### config.mk
export PLATFORM = sky130hd
export DESIGN_NAME = config_packet_generator
export DESIGN_NICKNAME = d
export VERILOG_FILES = /design/src/rtl/config_packet_generator.sv
export SDC_FILE = /design/constraint.sdc
export NUM_CORES = 1
export LEC_CHECK = 0
export CAP_MARGIN = 20
export CELL_PAD_IN_SITES_DETAIL_PLACEMENT = 2
export CELL_PAD_IN_SITES_GLOBAL_PLACEMENT = 2
export CORE_ASPECT_RATIO = 1.25
export CORE_MARGIN = 4
export CORE_UTILIZATION = 33
export CTS_CLUSTER_DIAMETER = 40
export DETAILED_ROUTE_END_ITERATION = 7
export PLACE_DENSITY = 0.93
export REMOVE_ABC_BUFFERS = 1
export SLEW_MARGIN = 30
export SYNTH_ARGS = -nofsm -noshare
export SYNTH_HDL_FRONTEND = slang
export SYNTH_SLANG_ARGS = --single-unit
### constraint.sdc
create_clock -name clk_i -period 6.5 [get_ports clk_i]
set_clock_uncertainty 0.1 [all_clocks]
set_input_delay 1.625 -clock clk_i [delete_from_list [all_inputs] [get_ports clk_i]]
set_output_delay 1.625 -clock clk_i [all_outputs]
set_load 0.03 [all_outputs]
### src/rtl/config_packet_generator.sv
// Expands one host configuration command into a stream of configuration packets
// for the NI FIFO. It emits one packet per neuron, or one per (neuron, axon) pair for synaptic codes.
module config_packet_generator #(
  parameter int NURN_CNT_BIT_WIDTH   = 8,
  parameter int AXON_CNT_BIT_WIDTH   = 8,
  parameter int DSIZE                = 16,
  parameter int PARAMETER_SELECT_BIT = 4,
  parameter int PACKET_SIZE          = PARAMETER_SELECT_BIT + NURN_CNT_BIT_WIDTH + DSIZE + DSIZE
) (
  input  logic                            clk_i,
  input  logic                            reset_n_i,
  input  logic                            start_i,
  input  logic [PARAMETER_SELECT_BIT-1:0] param_code_i,
  input  logic [NURN_CNT_BIT_WIDTH-1:0]   neuron_first_i,
  input  logic [NURN_CNT_BIT_WIDTH-1:0]   neuron_last_i,
  input  logic [AXON_CNT_BIT_WIDTH-1:0]   axon_first_i,
  input  logic [AXON_CNT_BIT_WIDTH-1:0]   axon_last_i,
  input  logic [2*DSIZE-1:0]              data_i,
  input  logic                            NI_full,
  output logic                            write_NI,
  output logic [PACKET_SIZE-1:0]          packet_out,
  output logic                            busy_o,
  output logic                            done_o,
  output logic                            error_o
);

  localparam int PAD_W = DSIZE - AXON_CNT_BIT_WIDTH;

  typedef enum logic [1:0] {
    IDLE = 2'd0,
    EMIT = 2'd1,
    DONE = 2'd2
  } state_t;

  state_t state_r, state_next_s;

  logic [PARAMETER_SELECT_BIT-1:0] code_r;
  logic [NURN_CNT_BIT_WIDTH-1:0]   nl_r, ncnt_r;
  logic [AXON_CNT_BIT_WIDTH-1:0]   af_r, al_r, acnt_r;
  logic [2*DSIZE-1:0]              data_r;
  logic                            error_r;
  logic                            reject_s;
  logic                            last_s;
  logic                            push_s;

  // Codes 13..15 address synapses (post-history, pre-history, weight).
  function automatic logic is_synaptic(input logic [PARAMETER_SELECT_BIT-1:0] code);
    return (code == PARAMETER_SELECT_BIT'(13)) ||
           (code == PARAMETER_SELECT_BIT'(14)) ||
           (code == PARAMETER_SELECT_BIT'(15));
  endfunction

  // Command legality check on the raw inputs seen at the start strobe
  always_comb begin
    reject_s = (param_code_i == PARAMETER_SELECT_BIT'(9)) ||
               (neuron_first_i > neuron_last_i) ||
               (is_synaptic(param_code_i) && (axon_first_i > axon_last_i));
  end

  // Final-target detection uses equality before increment so a range ending at the max id never wraps
  always_comb begin
    if (is_synaptic(code_r)) begin
      last_s = (ncnt_r == nl_r) && (acnt_r == al_r);
    end else begin
      last_s = (ncnt_r == nl_r);
    end
  end

  // State register
  always_ff @(posedge clk_i or negedge reset_n_i) begin
    if (!reset_n_i) begin
      state_r <= IDLE;
    end else begin
      state_r <= state_next_s;
    end
  end

  // Next-state and handshake outputs
  always_comb begin
    state_next_s = state_r;
    push_s       = 1'b0;
    write_NI     = 1'b0;
    busy_o       = 1'b0;
    done_o       = 1'b0;
    case (state_r)
      IDLE: begin
        if (start_i && !reject_s) begin
          state_next_s = EMIT;
        end else begin
          state_next_s = IDLE;
        end
      end
      EMIT: begin
        busy_o   = 1'b1;
        push_s   = !NI_full;
        write_NI = push_s;
        if (push_s && last_s) begin
          state_next_s = DONE;
        end else begin
          state_next_s = EMIT;
        end
      end
      DONE: begin
        busy_o       = 1'b1;
        done_o       = 1'b1;
        state_next_s = IDLE;
      end
      default: begin
        state_next_s = IDLE;
      end
    endcase
  end

  // Command capture in IDLE and target-counter advance on each FIFO push
  always_ff @(posedge clk_i or negedge reset_n_i) begin
    if (!reset_n_i) begin
      code_r  <= '0;
      nl_r    <= '0;
      ncnt_r  <= '0;
      af_r    <= '0;
      al_r    <= '0;
      acnt_r  <= '0;
      data_r  <= '0;
      error_r <= 1'b0;
    end else begin
      error_r <= 1'b0;
      case (state_r)
        IDLE: begin
          if (start_i) begin
            code_r  <= param_code_i;
            nl_r    <= neuron_last_i;
            ncnt_r  <= neuron_first_i;
            af_r    <= axon_first_i;
            al_r    <= axon_last_i;
            acnt_r  <= axon_first_i;
            data_r  <= data_i;
            error_r <= reject_s;
          end
        end
        EMIT: begin
          if (push_s && !last_s) begin
            if (is_synaptic(code_r)) begin
              if (acnt_r == al_r) begin
                acnt_r <= af_r;
                ncnt_r <= ncnt_r + NURN_CNT_BIT_WIDTH'(1);
              end else begin
                acnt_r <= acnt_r + AXON_CNT_BIT_WIDTH'(1);
              end
            end else begin
              ncnt_r <= ncnt_r + NURN_CNT_BIT_WIDTH'(1);
            end
          end
        end
        default: begin
        end
      endcase
    end
  end

  assign error_o = error_r;

  // Packet assembly from the captured command and live counters
  always_comb begin
    if (is_synaptic(code_r)) begin
      packet_out = {code_r, ncnt_r, acnt_r, {PAD_W{1'b0}}, data_r[DSIZE-1:0]};
    end else begin
      packet_out = {code_r, ncnt_r, data_r};
    end
  end

endmodule

=== Word-level counts from Yosys, hierarchy flattened ===
Index checks and enable logic that the tools add are counted.

* Bits in registers: 79
* Output and inout bits: 48

* Magnitude comparators: 2
* Eq/ne operators: 15
* $add $sub $neg: 2
* Mux-type cells: 20
* Reductions and logical operators: 20

{| class="wikitable"
|+ Operators with widths
! cell !! number
|-
| $mux 8 || 8
|-
| $mux 32 || 1
|-
| $pmux 8 s2 || 2
|-
| $eq 4x4->1 const B || 7
|-
| $add 8x1->8 const B || 2
|-
| $eq 8x8->1 || 2
|-
| $gt 8x8->1 || 2
|-
| $reduce_and 4->1 || 2
|-
| $mux 1 || 7
|-
| $logic_or 1x1->1 || 6
|-
| $ne 2x2->1 const B || 3
|-
| $logic_and 1x1->1 || 5
|-
| $pmux 2 s2 || 1
|-
| $logic_not 1->1 || 3
|-
| $ne 3x3->1 const B || 1
|-
| $eq 2x1->1 const B || 1
|-
| $eq 2x2->1 const B || 1
|-
| $logic_not 2->1 || 1
|-
| $mux 2 || 1
|-
| $reduce_and 2->1 || 1
|-
| $reduce_bool 2->1 || 1
|-
| $reduce_or 2->1 || 1
|}

=== Depth between registers and ports, before layout ===
Gate-level depths: netlist of the first run.

* Depth in word-level cells: 9
* Gate-level depth with buffers: 8
* Depth with buffers taken out: 8

=== Least setup slack after synthesis of the first run ===
OpenSTA, ideal clock, no wires.

* Path kind: input to output
* Start point: input port NI_full
* End point: output port write_NI
* Arrival: 2038 ps
* Stages: 1
* Path slack: 2737 ps
* Path through: nor2_1

* Longest elaborated chain between the ends: 2

{| class="wikitable"
|+ RTL lines
! item !! line !! RTL
|-
| start: declaration || 19 || <nowiki>input logic NI_full,</nowiki>
|-
| $logic_not 1->1 || 95 || <nowiki>push_s = !NI_full;</nowiki>
|-
| $mux 1 || 85 || <nowiki>case (state_r)</nowiki>
|-
| end: declaration || 20 || <nowiki>output logic write_NI,</nowiki>
|}

Every way passes these cells.

=== Final worst setup path of the first run ===
Same ends and word-level chain as after synthesis.

==> flow_summary.json, run 1 <==
{
  "postCtsSetupRepairBufs": 0,
  "synth_edf_count": 0,
  "numCtsBuffers": 9,
  "ys_seq_area_frac": 0.447,
  "clock_sinks": 79,
  "syn_inst": 412,
  "crit_path_start_kind": "input port",
  "holdPathStages": 1,
  "fin_total_pwr_w": 0.00302,
  "synthFlopType": "dfrtp_1",
  "cts.repair.resized": 0,
  "rsz0062_at_grt": "false",
  "core.rowCount": 47,
  "drtIter0Drc": 67,
  "setup-violations-final": 0,
  "crit_fanout": 5,
  "critical_path_required_ns": 4.78,
  "via_per_inst": 5.16,
  "grt_pass1_wl_um": 23100,
  "ios": 120,
  "insertion_delay_ns": 0.35,
  "p_per_area_mw_per_mm2": 506,
  "grt_usage": 0.193,
  "critPathKind": "in -> out",
  "cap_viol_max_count": 0,
  "hold_class": "reg -> reg",
  "seq_power_share": 0.319,
  "synth_warnings": 0,
  "synth_top_area_share": 0.447,
  "cp.arrival_ns": 3.08,
  "clockBufferDepth": 2,
  "drive_gt1_frac": 0.160,
  "die_w_um": 112,
  "antenna_cells": 0,
  "yosys.cell_types.count": 51,
  "dieArea_mm2": 0.0153,
  "fin_crit_ns": 4.80,
  "avgSynthCellArea_um2": 10.7,
  "yosys.area.top_type": "dfrtp_1",
  "pwr-share-clk": 0.180,
  "rr_worst_depth": 6,
  "overflow": 0,
  "synth-async-reset-ratio": 1.00,
  "cts_root_buf": "clkbuf_16",
  "cts_hold_buf": 0,
  "max_freq_mhz": 208,
  "num_vias": 3553,
  "finalWirelength_um": 14300,
  "syn-cell-area_mm2": 0.00443,
  "htreeDepth": 3,
  "drc": 0,
  "start_util": 0.336,
  "place_inst": 673,
  "antenna_found_initial": 0,
  "firstDrtPassIters": 4,
  "p_switching_w": 0.00129,
  "vdd_ir_drop_max_mv": 0.273,
  "grt_max_degree": 81,
  "grt_pass1_vias": 4183,
  "avgRoutedWirePerCell_um": 20.7,
  "finalMaxSlewViolations": 0,
  "internal_power_w": 0.00174,
  "fin_nets": 606,
  "core_area_mm2": 0.0132,
  "relSlewSlack": 0.390,
  "power_leakage_nw": 2.64,
  "drtAntennaViolNets": 0,
  "place.gp.congestion": 0.785,
  "setup_tns_ns": 0,
  "place_hpwl_um": 10400,
  "cp-end-kind": "output port",
  "port_buffers": 119,
  "status": "finished, final reports clean",
  "die_h_um": 137,
  "fin_crit_sh": 0.739,
  "switching_share": 0.426,
  "instances_no_fill": 689,
  "syn2layout_area_growth_pct": 35.0,
  "hold_viol": 0,
  "synthTopCellsByArea": "dfrtp_1 (45%), mux2_2 (13%), ha_1 (5.9%)",
  "path_clk_slew_ns": 0.06,
  "synth_seq_cells": 79,
  "cts_tree": "built",
  "tightest_slew_ns": 0.916,
  "power_frac_comb": 0.501
}
-- worst paths after layout --
path | from | end | slack (ns)
worst min register to register | data_r[16] | data_r[16] | 0.40
max in group asynchronous | reset_n_i | al_r[5] | 4.56
worst min-delay path | data_r[16] | data_r[16] | 0.40
worst max register to register | state_r[1] | ncnt_r[2] | 3.47
min in group asynchronous | reset_n_i | data_r[11] | 1.23
worst max-delay path | NI_full | write_NI | 1.70
-- power by group through the flow --
stage / clock network [W] / registers (W) / logic (W)
after floorplan: 0 / 0.00107 / 0.000772
after global routing: 0.000577 / 0.00100 / 0.00164
after detailed placement: 0 / 0.000971 / 0.00152
final: 0.000543 / 0.000965 / 0.00152
after global placement: 0 / 0.000942 / 0.00144
after CTS: 0.000552 / 0.000967 / 0.00154
-- registers in the layout (all words and copies together) (netlist names) --
register,count
data_r,32
acnt_r,8
af_r,8
al_r,8
ncnt_r,8
nl_r,8
code_r,4
state_r,2
error_o,1
-- stage by stage --
step                area, um^2  hold WS (ns)  setup slack (ns)  utilization
finish                    5970         0.405              1.70        0.454
global route              5970         0.419              1.59        0.454
CTS                       5970         0.407              1.69        0.454
detailed placement        5660         0.394              1.71        0.430
global placement          5650         0.379              1.72        0.429
floorplan                 4230         0.369              1.82            -
-- Yosys cell counts, drive strengths merged (5+ instances only) --
library cell	instances
dfrtp	79
nand2	61
mux2	52
o21ai	25
ha	21
buf	19
inv	19
xnor2	14
a21oi	13
clkbuf	12
nor2	10
and2	9
nand3	8
xor2	8
mux2i	7
nand4	7
and3	6
a21o	5
-- cells by family after synthesis --
family | Yosys count | share of synthesized area
AO/OA/AOI/OAI | 66 | 0.106
XOR/XNOR | 22 | 0.0452
adder cells (fa/ha/maj) | 21 | 0.0594
buffers and inverters | 51 | 0.0605
flip-flops | 79 | 0.447
multiplexers | 59 | 0.148
AND/OR/NAND/NOR | 114 | 0.134
-- area by class of cell --
cell class | instances | area (um^2)
clock buffers | 11 | 253
clock inverters | 5 | 63.8
fillers | 1373 | 7200
inverters | 20 | 75.1
multi-input cells | 282 | 2180
flip-flops and latches | 79 | 1980
well taps | 171 | 214
repair buffers | 121 | 1210
-- worst max-delay path, stage by stage --
cell             delay, ns
clkdlybuf4s50_1       0.58
nor2_1                0.17
clkdlybuf4s50_1       0.70
-- per-layer routing --
metal | track usage | vias up | routed length [um] | part of all wire
li1 | - | 1630 | - | -
met3 | 0.0444 | 20 | 648 | 0.045
met1 | 0.207 | 1815 | 5360 | 0.38
met5 | 0 | - | 0 | 0
met2 | 0.368 | 88 | 7910 | 0.55
met4 | 0.0771 | 0 | 342 | 0.024
-- placed cells by master (no fill, tap or decap), types with 2 or more instances in the layout --
cell,count
and2_1,9
inv_1,19
dfrtp_1,79
a21oi_1,13
xor2_1,7
nor2_1,9
nor4_4,2
clkinv_4,2
o211ai_1,3
mux2i_1,7
and3_1,5
nor2b_1,3
nor3b_1,2
a211oi_1,2
a221o_1,3
clkbuf_8,2
clkbuf_16,9
o21ai_0,25
xnor2_1,14
a21o_1,5
mux2_2,52
a211o_1,2
clkdlybuf4s50_1,118
buf_4,2
nand2_1,59
a2111oi_4,2
nand4_1,6
nand3_1,8
ha_1,21
(Power assumes the default switching activity.)
==> inputs of run 2 (changes only) <==
- CORE_UTILIZATION: 33 -> 30
- PLACE_DENSITY: 0.93 -> 0.87
- clock period: 6.5 -> 4.65 ns (I/O delays scaled with it)
==> flow_summary.json, run 2 (synthesis gave the netlist of run 1 again) <==
{
  "clockBufferDepth": 2,
  "crit_chain": "clkdlybuf4s50_1 -> nor2_1 -> clkdlybuf4s50_1",
  "cts_tree": "built",
  "firstDrtPassIters": 4,
  "cp-end-kind": "output port",
  "finish.instance_area_mm2": 0.00599,
  "avgRoutedWirePerCell_um": 19.9,
  "drtAntennaViolNets": 0,
  "fin_crit_sh": 0.833,
  "power_leakage_nw": 2.64,
  "antenna_found_initial": 0,
  "finalMaxSlewViolations": 0,
  "rsz0062_at_grt": "false",
  "drtIter0Drc": 63,
  "top_register": "data_r",
  "layout_common_cells": "clkdlybuf4s50_1 (118), dfrtp_1 (79), nand2_1 (59), mux2_2 (52), o21ai_0 (25)",
  "antenna_cells": 0,
  "crit_fanout": 5,
  "p_switching_w": 0.00173,
  "clock_sinks": 79,
  "hold_end": "data_r[17]",
  "numCtsBuffers": 9,
  "holdPathStages": 1,
  "crit_path_top_delay_cell": "clkdlybuf4s50_1",
  "layout_commonest_cell": "clkdlybuf4s50_1",
  "critPathKind": "in -> out",
  "die_w_um": 117,
  "critPathBufInv": 2,
  "setup_tns_ns": 0,
  "core_area_mm2": 0.0144,
  "hp-start": "data_r[17]",
  "switching_share": 0.413,
  "cts_root_buf": "clkbuf_16",
  "start_util": 0.307,
  "core.rowCount": 49,
  "status": "finished, final reports clean",
  "insertion_delay_ns": 0.34,
  "grt_pass1_vias": 4135,
  "power_frac_comb": 0.499,
  "rr_worst_depth": 6,
  "finalWirelength_um": 13800,
  "dpl_cell_area_mm2": 0.00567,
  "syn2layout_area_growth_pct": 35.3,
  "p_per_area_mw_per_mm2": 700,
  "num_vias": 3542,
  "relSlewSlack": 0.381,
  "via_per_inst": 5.09,
  "dieArea_mm2": 0.0168,
  "postCtsSetupRepairBufs": 0,
  "finish.utilization": 0.416,
  "cts.repair.resized": 0,
  "grt_usage": 0.172,
  "seq_power_share": 0.320,
  "critical_path_required_ns": 3.39,
  "crit_path_start_kind": "input port",
  "path_clk_slew_ns": 0.06,
  "hold_viol": 0,
  "path_delay_family": "buffers and inverters",
  "cp.arrival_ns": 2.61,
  "timing.final.ws_setup_ns": 0.777,
  "max_stage_delay_ns": 0.68,
  "vdd_ir_drop_max_mv": 0.316,
  "reg2reg_from": "state_r[1]",
  "drc": 0,
  "htreeDepth": 3,
  "tightest_slew_ns": 0.928,
  "ios": 120,
  "grt_max_degree": 80,
  "port_buffers": 119,
  "grt_pass1_wl_um": 22200,
  "reg2reg_to": "ncnt_r[2]",
  "place_hpwl_um": 10200,
  "fillers": 1501,
  "overflow": 0,
  "place.gp.congestion": 0.803,
  "post-place-ws_ns": 0.800,
  "hold_class": "reg -> reg",
  "pwr-share-clk": 0.181,
  "largest_reg_flops": 32,
  "internal_power_w": 0.00246,
  "drive_gt1_frac": 0.156,
  "cts_hold_buf": 0,
  "cp_common_cell": "clkdlybuf4s50_1",
  "max_freq_mhz": 258,
  "fin_nets": 607,
  "die_h_um": 144,
  "setup-violations-final": 0,
  "rrSetupSlack_ns": 1.70,
  "cap_viol_max_count": 0,
  "fin_crit_ns": 3.87
}
==> run 2: worst max path at each step <==
stage            start  depth (start not counted)  slack [ns]         to
3_5_place_dp   NI_full                          3        0.80   write_NI
5_1_grt        NI_full                          3        0.73   write_NI
6_report       NI_full                          3        0.78   write_NI
3_3_place_gp   NI_full                          3        0.81   write_NI
4_1_cts        NI_full                          3        0.77   write_NI
2_1_floorplan  start_i                          5        0.43  acnt_r[1]
==> run 2: area by class of cell <==
cell class,count,area (um^2),share of cell area
clock inverters,3,67.6,0.0113
clock buffers,12,246,0.0412
flip-flops and latches,79,1980,0.330
inverters,20,75.1,0.0125
well taps,178,223,0.0372
repair buffers,122,1210,0.203
multi-input cells,282,2180,0.365
==> run 2: worst reg2reg max path: cells and delay by family (launching register included) <==
kind / cells / cell delay, ns
AO/OA/AOI/OAI: 4 / 1.76
adder cells (fa/ha/maj): 1 / 0.53
buffers and inverters: 1 / 0.08
flip-flops: 1 / 0.37
==> run 2: power groups by stage <==
stage	Combinational [W]	Clock (W)	Sequential (W)
finish	0.00209	0.000760	0.00134
global route	0.00227	0.000819	0.00139
CTS	0.00213	0.000782	0.00134
detailed placement	0.00211	0	0.00135
global placement	0.00203	0	0.00131
floorplan	0.00108	0	0.00150
==> run 2: metal layers <==
layer	vias up	track usage	routed length (um)	part of all wire
li1	1625	-	-	-
met1	1814	0.190	5230	0.38
met2	86	0.313	7460	0.54
met3	17	0.0543	867	0.063
met4	0	0.0556	292	0.021
met5	-	0	0	0
==> run 2: stage by stage <==
stage | total power [W] | hold slack (ns) | std cells
floorplan | 0.00258 | 0.369 | 381
global placement | 0.00334 | 0.379 | 681
detailed placement | 0.00345 | 0.394 | 681
CTS | 0.00426 | 0.405 | 696
global route | 0.00448 | 0.426 | 696
finish | 0.00419 | 0.402 | 696
==> inputs of run 3 (changes only) <==
- CORE_UTILIZATION: 30 -> 27
- PLACE_DENSITY: 0.87 -> 0.83
- clock period: 4.65 -> 3.22 ns (I/O delays scaled with it)
==> flow_summary.json, run 3 (synthesis gave the netlist of run 1 again) <==
{
  "place_hpwl_um": 10900,
  "htreeDepth": 3,
  "drc": 0,
  "antenna_cells": 0,
  "drtAntennaViolNets": 0,
  "fin_crit_ns": 2.88,
  "port_buffers": 119,
  "seq_power_share": 0.323,
  "core_area_mm2": 0.0161,
  "critPathKind": "in -> reg",
  "grt_max_degree": 52,
  "avgRoutedWirePerCell_um": 19.4,
  "fin_crit_sh": 0.895,
  "ios": 120,
  "p_switching_w": 0.00257,
  "crit_fanout": 12,
  "place_inst": 725,
  "start_util": 0.274,
  "postCtsSetupRepairBufs": 0,
  "rr_worst_depth": 6,
  "cts_tree": "built",
  "tightest_slew_ns": 0.812,
  "top_register": "data_r",
  "cap_viol_max_count": 0,
  "largest_reg_flops": 32,
  "dieArea_mm2": 0.0185,
  "timing.final.ws_setup_ns": 0.339,
  "hold_viol": 0,
  "grt_usage": 0.161,
  "clock_sinks": 79,
  "power_frac_comb": 0.507,
  "overflow": 0,
  "fin_nets": 613,
  "critical_path_required_ns": 3.33,
  "layout_common_cells": "clkdlybuf4s50_1 (101), dfrtp_1 (79), nand2_1 (59), mux2_2 (52)",
  "fin_hold_ws_ns": 0.356,
  "grt_pass1_vias": 4231,
  "p_per_area_mw_per_mm2": 993,
  "relSlewSlack": 0.454,
  "crit_path_start_kind": "input port",
  "fin_total_pwr_w": 0.00599,
  "internal_power_w": 0.00342,
  "max_freq_mhz": 347,
  "reg2reg_from": "acnt_r[2]",
  "die_h_um": 151,
  "rrSetupSlack_ns": 0.38,
  "pwr-share-clk": 0.171,
  "cts_hold_buf": 0,
  "clockBufferDepth": 2,
  "power_leakage_nw": 2.68,
  "syn2layout_area_growth_pct": 36.3,
  "reg2reg_to": "ncnt_r[2]",
  "numCtsBuffers": 9,
  "post-place-ws_ns": 0.0386,
  "cts.repair.resized": 0,
  "rsz0062_at_grt": "false",
  "setup-violations-final": 0,
  "num_vias": 3544,
  "via_per_inst": 4.79,
  "finalWirelength_um": 14400,
  "hold_class": "in -> async",
  "switching_share": 0.429,
  "cp.arrival_ns": 2.99,
  "cts_root_buf": "clkbuf_16",
  "place.gp.congestion": 0.766,
  "drive_gt1_frac": 0.202,
  "finalMaxSlewViolations": 0,
  "drtIter0Drc": 71,
  "core.rowCount": 52,
  "fillers": 1761,
  "firstDrtPassIters": 4,
  "vdd_ir_drop_max_mv": 0.473,
  "layout_commonest_cell": "clkdlybuf4s50_1",
  "path_clk_slew_ns": 0.06,
  "insertion_delay_ns": 0.33,
  "grt_pass1_wl_um": 23000,
  "status": "finished, final reports clean",
  "cp-end-kind": "flip-flop",
  "die_w_um": 123,
  "antenna_found_initial": 0,
  "instances_no_fill": 740
}
[run 3: per-layer routing]
| layer | share of wire | track usage |
|---|---|---|
| met1 | 0.38 | 0.176 |
| met2 | 0.56 | 0.309 |
| met3 | 0.050 | 0.0407 |
| met4 | 0.011 | 0.0364 |
| met5 | 0 | 0 |
[run 3: power by group through the flow]
stage	Sequential, W	Combinational, W	Clock [W]
floorplan	0.00216	0.00156	0
global placement	0.00191	0.00291	0
detailed placement	0.00195	0.00304	0
CTS	0.00195	0.00309	0.00105
global route	0.00202	0.00327	0.00109
finish	0.00193	0.00303	0.00102
[run 3: final cells by class]
class | instances | area, um^2 | share of cell area
repair buffers | 128 | 1240 | 0.205
inverters | 20 | 75.1 | 0.0124
clock inverters | 6 | 62.6 | 0.0104
clock buffers | 9 | 225 | 0.0373
multi-input cells | 282 | 2180 | 0.362
flip-flops and latches | 79 | 1980 | 0.328
well taps | 216 | 270 | 0.0448
[run 3: how the worst max path moves through the flow]
stage                   start  slack, ns  depth (start not counted)   endpoint
floorplan             start_i      -0.64                          5  acnt_r[1]
global placement      start_i       0.20                          6  ncnt_r[4]
detailed placement    start_i       0.04                          6  ncnt_r[2]
CTS                   start_i       0.36                          6  ncnt_r[2]
global route        acnt_r[2]       0.23                          6  ncnt_r[2]
finish                start_i       0.34                          6  ncnt_r[2]
[run 3: critical path, cell delays in order]
cell             delay, ns
clkdlybuf4s50_1       0.56
nand2_2               0.07
a21boi_0              0.23
a2111oi_4             0.84
a21oi_1               0.18
a221o_1               0.30
[run 3: metrics by stage]
stage / cell area, um^2 / utilization / TNS (ns)
after floorplan: 4230 / - / -7.76
after global placement: 5750 / 0.356 / 0
after detailed placement: 5750 / 0.356 / 0
after CTS: 6030 / 0.374 / 0
after global routing: 6030 / 0.374 / 0
final: 6030 / 0.374 / 0
